### src/rtl/wb_regfile.sv
// wb_regfile: four-entry 8-bit register file for the MEM/WB stage.
// R3 doubles as the stack pointer and can be incremented or decremented
// by sp_op on the same edge as an ordinary writeback to another register.
// A registered copy of the last effective write (fwd_*) is provided for
// downstream forwarding.
//
// Build option: define WB_BYPASS_EN to make the read ports write-first
// (a read of the register being written this cycle returns the value that
// will be stored at the next edge). sp_out is never bypassed. Without the
// macro the read ports return the stored value only.

module wb_regfile (
  input  logic       clk,
  input  logic       rst,
  input  logic       RegWrite,
  input  logic [1:0] RegDistidx,
  input  logic [1:0] MemToReg,
  input  logic [7:0] ALU_res,
  input  logic [7:0] data_B,
  input  logic [7:0] pc_plus1,
  input  logic [7:0] IP,
  input  logic [1:0] sp_op,
  input  logic [1:0] ra_idx,
  input  logic [1:0] rb_idx,
  output logic [7:0] ra_data,
  output logic [7:0] rb_data,
  output logic [7:0] sp_out,
  output logic [7:0] wb_data,
  output logic       fwd_valid,
  output logic [1:0] fwd_idx,
  output logic [7:0] fwd_data
);

  localparam logic [1:0] SP_IDX  = 2'd3;
  localparam logic [1:0] SP_NONE = 2'b00;
  localparam logic [1:0] SP_INC  = 2'b01;
  localparam logic [1:0] SP_DEC  = 2'b10;

  // Architectural state
  logic [7:0] regs_r [0:3];
  logic       fwd_valid_r;
  logic [1:0] fwd_idx_r;
  logic [7:0] fwd_data_r;

  // Next-state helpers
  logic [7:0] wb_data_s;
  logic       sp_active_s;
  logic [7:0] sp_next_s;
  logic       sp_wr_s;
  logic [3:0] reg_we_s;
  logic [7:0] reg_nxt_s [0:3];
  logic       fwd_valid_s;
  logic [1:0] fwd_idx_s;
  logic [7:0] fwd_data_s;

  // Writeback source multiplexer
  always_comb begin
    wb_data_s = ALU_res;
    case (MemToReg)
      2'b00:   wb_data_s = ALU_res;
      2'b01:   wb_data_s = data_B;
      2'b10:   wb_data_s = pc_plus1;
      2'b11:   wb_data_s = IP;
      default: wb_data_s = ALU_res;
    endcase
  end

  assign wb_data = wb_data_s;

  // Stack-pointer arithmetic on R3 (8-bit wrap in both directions)
  always_comb begin
    sp_active_s = 1'b0;
    sp_next_s   = regs_r[3];
    case (sp_op)
      SP_INC: begin
        sp_active_s = 1'b1;
        sp_next_s   = regs_r[3] + 8'd1;
      end
      SP_DEC: begin
        sp_active_s = 1'b1;
        sp_next_s   = regs_r[3] - 8'd1;
      end
      SP_NONE: begin
        sp_active_s = 1'b0;
        sp_next_s   = regs_r[3];
      end
      default: begin
        sp_active_s = 1'b0;
        sp_next_s   = regs_r[3];
      end
    endcase
  end

  // A writeback aimed at R3 takes priority over the stack-pointer op
  always_comb begin
    if (sp_active_s && !(RegWrite && (RegDistidx == SP_IDX))) begin
      sp_wr_s = 1'b1;
    end else begin
      sp_wr_s = 1'b0;
    end
  end

  // Per-register write enable and next value; shared by the update and bypass paths
  always_comb begin
    for (int i = 0; i < 4; i++) begin
      reg_we_s[i]  = 1'b0;
      reg_nxt_s[i] = regs_r[i];
    end
    if (RegWrite) begin
      reg_we_s[RegDistidx]  = 1'b1;
      reg_nxt_s[RegDistidx] = wb_data_s;
    end else begin
      reg_we_s[RegDistidx]  = 1'b0;
    end
    if (sp_wr_s) begin
      reg_we_s[3]  = 1'b1;
      reg_nxt_s[3] = sp_next_s;
    end else begin
      reg_we_s[3]  = reg_we_s[3];
    end
  end

  // Forwarding record: the writeback wins the report, otherwise the SP op, otherwise hold
  always_comb begin
    fwd_valid_s = RegWrite | sp_active_s;
    if (RegWrite) begin
      fwd_idx_s  = RegDistidx;
      fwd_data_s = wb_data_s;
    end else if (sp_active_s) begin
      fwd_idx_s  = SP_IDX;
      fwd_data_s = sp_next_s;
    end else begin
      fwd_idx_s  = fwd_idx_r;
      fwd_data_s = fwd_data_r;
    end
  end

  // Register array update; reset forces R0..R2 to 00 and the stack pointer to FF
  always_ff @(posedge clk or posedge rst) begin
    if (rst) begin
      regs_r[0] <= 8'h00;
      regs_r[1] <= 8'h00;
      regs_r[2] <= 8'h00;
      regs_r[3] <= 8'hFF;
    end else begin
      for (int i = 0; i < 4; i++) begin
        if (reg_we_s[i]) begin
          regs_r[i] <= reg_nxt_s[i];
        end
      end
    end
  end

  // Forwarding registers
  always_ff @(posedge clk or posedge rst) begin
    if (rst) begin
      fwd_valid_r <= 1'b0;
      fwd_idx_r   <= 2'd0;
      fwd_data_r  <= 8'h00;
    end else begin
      fwd_valid_r <= fwd_valid_s;
      fwd_idx_r   <= fwd_idx_s;
      fwd_data_r  <= fwd_data_s;
    end
  end

  assign fwd_valid = fwd_valid_r;
  assign fwd_idx   = fwd_idx_r;
  assign fwd_data  = fwd_data_r;
  assign sp_out    = regs_r[3];

`ifdef WB_BYPASS_EN
  // Write-first read ports: return the pending write value when indices match
  always_comb begin
    if (reg_we_s[ra_idx]) begin
      ra_data = reg_nxt_s[ra_idx];
    end else begin
      ra_data = regs_r[ra_idx];
    end
    if (reg_we_s[rb_idx]) begin
      rb_data = reg_nxt_s[rb_idx];
    end else begin
      rb_data = regs_r[rb_idx];
    end
  end
`else
  // Read-before-write ports: stored value only
  assign ra_data = regs_r[ra_idx];
  assign rb_data = regs_r[rb_idx];
`endif

endmodule

### config.mk
export PLATFORM = sky130hd
export DESIGN_NAME = wb_regfile
export DESIGN_NICKNAME = d
export VERILOG_FILES = /design/src/rtl/wb_regfile.sv
export SDC_FILE = /design/constraint.sdc
export NUM_CORES = 1
export LEC_CHECK = 0
export ABC_AREA = 1
export CAP_MARGIN = 40
export CELL_PAD_IN_SITES_DETAIL_PLACEMENT = 1
export CELL_PAD_IN_SITES_GLOBAL_PLACEMENT = 1
export CORE_ASPECT_RATIO = 0.9
export CORE_UTILIZATION = 35
export CTS_CLUSTER_SIZE = 28
export DETAILED_ROUTE_END_ITERATION = 7
export PLACE_DENSITY = 0.92
export SETUP_SLACK_MARGIN = 0.05
export SKIP_LAST_GASP = 1
export SLEW_MARGIN = 5
export SYNTH_ARGS = -nofsm -noshare
export SYNTH_HDL_FRONTEND = slang
export SYNTH_SLANG_ARGS = --single-unit
### constraint.sdc
create_clock -name clk -period 3.15 [get_ports clk]
set_input_delay 0.945 -clock clk [delete_from_list [all_inputs] [get_ports clk]]
set_output_delay 0.945 -clock clk [all_outputs]
set_load 0.01 [all_outputs]
* After elaboration in Yosys (flattened, before gate mapping)
Index checks and enable logic that the tools add are counted.
** Word-level totals
- Output and inout port bits :: 43
- Bits of input ports :: 45
- Logic and storage cells :: 61
- Register bits :: 43
** Cells by class
- Eq/ne operators :: 6
- Order comparisons :: 6
- $add $sub $neg :: 2
- Reduce and logical (&&, ||, !) cells :: 13
- Bitwise operators :: 4
- Multiplexer cells :: 23
** Operator list (number)
- 8-bit 2-to-1 mux :: 9
- 8-bit binary-select mux with 2-bit select :: 2
- 32-bit bitwise mux :: 1
- 8-bit case mux with 4 select lines :: 1
- 8-bit demux with 2-bit select :: 1
- 8-bit case mux with 2 select lines :: 1
- 3-bit >= comparator (second input constant) :: 3
- 2-bit NOT with 3-bit output :: 3
- 8-bit by 1-bit adder with 8-bit output (second input constant) :: 1
- 2-bit == test (second input constant) :: 4
- 2-bit AND reduction :: 4
- 8-bit by 1-bit subtractor with 8-bit output (second input constant) :: 1
- 2-bit by 1-bit == test with 1-bit output (second input constant) :: 2
- 1-bit logical AND :: 4
- 1-bit 2-to-1 mux :: 4
- 2-bit 2-to-1 mux :: 2
- 4-bit 2-to-1 mux :: 1
- 2-bit nonzero test :: 2
- 2-bit by 3-bit less-than comparator with 1-bit output (second input constant) :: 1
- 3-bit by 1-bit less-than comparator with 1-bit output (second input constant) :: 1
- 1-bit demux with 2-bit select :: 1
- 2-bit by 1-bit >= comparator with 1-bit output (second input constant) :: 1
- 2-bit zero test :: 1
- 2-bit OR reduction :: 1
- other kinds (2) :: 2

* Logic depth before layout (Yosys ltp)
- Depth after elaboration :: 8
- Gate-level depth with buffers :: 15
- Gate-level depth less buffers :: 15

* Worst setup path after synthesis
OpenSTA, ideal clock, no wires.
- Path type :: in2out
- Start :: in ra_idx[0]
- End :: out ra_data[5]
- Stages on the path :: 4
- Arrival time :: 1628 ps
- Data required time :: 2205 ps
- Setup slack :: 577 ps
- Path buffers :: 1
- Cell sequence :: inv_1 > clkbuf_1 > o21ai_0 > o22ai_1
** Between the ends
- Longest elaborated chain between the ends :: 4
** RTL lines
- from (decl) :: RTL line 23 : input logic [1:0] ra_idx,
- 2-bit NOT with 3-bit output (implied by the code) :: RTL line 188 : assign ra_data = regs_r[ra_idx];
- 8-bit binary-select mux with 2-bit select :: RTL line 188
- 8-bit 2-to-1 mux (implied by the code) (2 in series) :: RTL line 188
- to (decl) :: RTL line 25 : output logic [7:0] ra_data,
No other way between the ends. The select of a mux whose other input is x is not followed.

* Worst setup path after layout
- Start :: in MemToReg[1]
- End :: out wb_data[3]
** Between the ends
- Longest elaborated chain between the ends :: 2
- Elaborated cells on any way between the ends :: 5
- Classes of those cells :: eq/ne: 3; mux: 1; reduce/logical: 1
** RTL lines
- from (decl) :: RTL line 17 : input logic [1:0] MemToReg,
- 2-bit == test (tied with other cells) :: RTL line 59 : case (MemToReg)
- 8-bit case mux with 4 select lines (*) :: RTL line 59
- to (decl) :: RTL line 28 : output logic [7:0] wb_data,
Every way passes the cells marked *; elsewhere a longest branch is shown, timed or not.

==> results.md <==
- The routed wirelength normalized by instance count is 18.9 um.
- The worst-case headroom to the max-slew limit is 63.0%.
- The clock sink count is 43.
- The routed layout has 3480 vias.
- In this run the static leakage power is a little over 2 nW.
- The number of maximum-capacitance constraint violations is 0.
- For this run, the total global-route usage over all layers was measured as 28.8%.
- The count of different cell masters after synthesis is 30.
- The post-synthesis cell count is 412.
- The critical path capture point type is an output port.
- After detailed placement, the design holds a cell count of 614.
- For this run, design rule violations remaining after detail routing come to 0.
- The remaining global-route overflow is 0.
- The number of levels in the clock H-tree is 2.
- The design area is about 0.0042 mm^2.
- Across the routed clock network, the largest skew measured is 0.0104 ns.
- The class of the most critical hold timing path is flip-flop to flip-flop.
- The number of antenna violations at the first check in global routing came to 0.
- The data arrival at the endpoint of the critical path is 2.11 ns.
- The number of setup violations in the final report is 0.
- Counting the buffers created by CTS gives 5.
- The die is 87.9 um tall.
- Leaving out fill and tap cells, the most frequent cell in the layout is nand2_1.
- The minimum setup slack after placement is -0.536 ns.
- The final critical-path share of the clock period is a little over nine tenths.
- 88 I/O pins were placed.
- The highest achievable clock rate is 0.327 GHz.
- After floorplanning, the core was sized to cover 0.00773 mm^2.
- Entering global routing, the biggest net connects 44 pins.
- The total length of routed wires is 11900 um.
- The congestion estimate from routability-driven global placement came to roughly 0.87.
- Setup repair after global routing could not meet its margin everywhere.
- After synthesis the netlist holds a flip-flop and latch count of 43.
- The library cell used as clock root buffer is clkbuf_8.
- The category of the critical setup timing path is input port to output port.
- After the first detailed-routing iteration, the DRC count stood at 160.
- For this design the ratio of total power to cell area is 578 mW/mm^2.
- The top cell types in the final layout, fill and taps aside, are nand2_1 (88), o21ai_0 (58), clkdlybuf4s50_1 (57).
- The post-cts hold buffer count is 0.
- Summing all placed instances gives a cell area of 0.00403 mm^2.
- The global-route wire length before repair is just under 20000 um.
- The worst setup path is launched from an input port.
- For the final routed database, the setup TNS stands at 0 ns.
- The clock reaches the later pin of the worst-skew pair after 0.31 ns.
- The maximum resistive drop on vdd is 207 uV.
- The post-synth net total is 460.
- Measured on the finished design, the core utilization comes to 54.1%.
- The count of inserted antenna diode cells is 0.
- The floorplan has 30 rows.
- The number of nets in the layout is between 500 and 600.
- The number of max-slew violations in the final report is 0.
- The warning count from the yosys run is 0.
- For the finished layout, the period the worst path requires is 3.06 ns.
- At the pin with the least slew margin, the transition time is 0.556 ns.
- The signed area change from the synthesized netlist to the final layout is 45.6%.
- The maximum fanout encountered on the critical timing path is 4.
- The floorplan die width is 97.5 um.
- The post-synthesis cell area is 0.00287 mm^2.
- The per-instance average area after synthesis is 6.97 um^2.
- The flow ran to the end, and the final reports show no timing, DRC or antenna violations.
- The fraction of final layout cells sized beyond drive strength 1 is 21.2%.
- The final count of hold timing violations is 0.
- The count of port buffers added during placement is 87.
- Across all setup checks in the final design, the least slack found is 0.0948 ns.
- The filler-free cell count of the finished design is 630.
- The number of global-route vias before repair is 3803.
- The count of antenna-violating nets left after detailed routing is 0.
- After clock tree synthesis, the clock-pin slew on the worst setup and hold paths is 0.08 ns.
- TritonCTS built the clock tree.
- The number of vias per cell after detailed routing is 5.52.
- The final HPWL from detailed placement is 8830 um.
- The maximum buffer depth of the clock tree is 2.
- The overall die area is roughly 0.0086 mm^2.
- The first detailed-routing pass took 4 iterations.
- The initial cell density of the core is 37.1%.
- The proportion of synthesized chip area in sequential cells is a little under two fifths.
- Data on the critical path is required at its endpoint by 2.20 ns.
-- repair_timing --
item,4_1_cts,5_1_grt
setup endpoints to repair,24,18
pin swaps,3,1
buffers inserted,5,3
endpoints found under the hold margin,0,0
gates resized for setup,44,26
-- final timing paths --
check                                            start                 endpoint  slack [ns]  cells past startpoint
worst min-delay path            regs_r[19]$_DFFE_PP0P_   regs_r[19]$_DFFE_PP0P_        0.52                      2
min in group asynchronous                          rst   regs_r[29]$_DFFE_PP0P_        1.12                      3
worst max-delay path                       MemToReg[1]               wb_data[3]        0.09                      8
worst max register to register   sp_out[1]$_DFFE_PP1P_  fwd_data[4]$_DFFE_PP0P_        1.07                     12
max in group asynchronous                          rst   regs_r[20]$_DFFE_PP0P_        1.64                      3
worst min register to register  regs_r[19]$_DFFE_PP0P_   regs_r[19]$_DFFE_PP0P_        0.52                      2
-- per-layer routing --
layer	track usage, %	vias up	wire length (um)
met4	13.2	0	394
met2	50.7	155	5770
met5	0	-	0
li1	-	1596	-
met1	34.2	1692	4930
met3	6.07	37	819
-- per-stage QoR --
| stage | total power, mW | hold slack (ns) |
|---|---|---|
| after floorplan | 1.44 | 0.464 |
| after global placement | 1.90 | 0.483 |
| after detailed placement | 1.96 | 0.499 |
| after CTS | 2.39 | 0.518 |
| after global routing | 2.55 | 0.549 |
| final | 2.41 | 0.518 |
-- final cells by class --
type | instances | area [um^2]
clock buffers | 6 | 72.6
multi-input cells | 301 | 1520
repair buffers | 132 | 1160
inverters | 50 | 188
fillers | 1006 | 3550
flip-flops and latches | 43 | 1090
clock inverters | 2 | 37.5
well taps | 96 | 120
-- power breakdown --
group / total, mW / leakage [nW] / switching [mW] / internal, mW
registers: 0.900 / 0.515 / 0.190 / 0.710
clock network: 0.449 / 0.0514 / 0.212 / 0.237
logic: 1.07 / 1.46 / 0.585 / 0.480
total: 2.41 / 2.03 / 0.987 / 1.43
-- state kept, by name (all words and copies together), names as in the netlist --
signal     cells
fwd_data       8
fwd_idx        2
fwd_valid      1
regs_r        24
sp_out         8
-- cells by family after synthesis --
logic type / count (synthesis) / synth area share (%)
flops: 43 / 37.8
compound gates: 113 / 22.1
xor+xnor: 4 / 1.48
simple gates: 181 / 27.0
buf+inv: 68 / 10.3
fa+ha+maj: 3 / 1.31
-- worst max-delay path: stages --
cell             delay, ns
clkdlybuf4s15_2       0.24
inv_2                 0.11
nor2_4                0.05
buf_4                 0.15
buf_4                 0.13
nand2_1               0.05
nand4_1               0.16
clkdlybuf4s15_1       0.28
-- Yosys cell counts, drive strengths merged --
cell type  number  area share (%)
dfrtp          35              31
inv            50             6.5
clkbuf          6            0.78
o211ai          2            0.52
nand3          30             5.6
xnor2           2            0.61
a21oi          11             1.9
o21ai          72              13
nor2           52             7.5
o22ai          20             4.6
buf            12             3.0
a22oi           5             1.3
a21o            1            0.26
o221ai          1            0.31
nand4           1            0.22
o21a            1            0.26
ha              3             1.3
xor2            2            0.87
nand2          98              14
dfstp           8             7.3
Power figures use the tool's default switching activity.
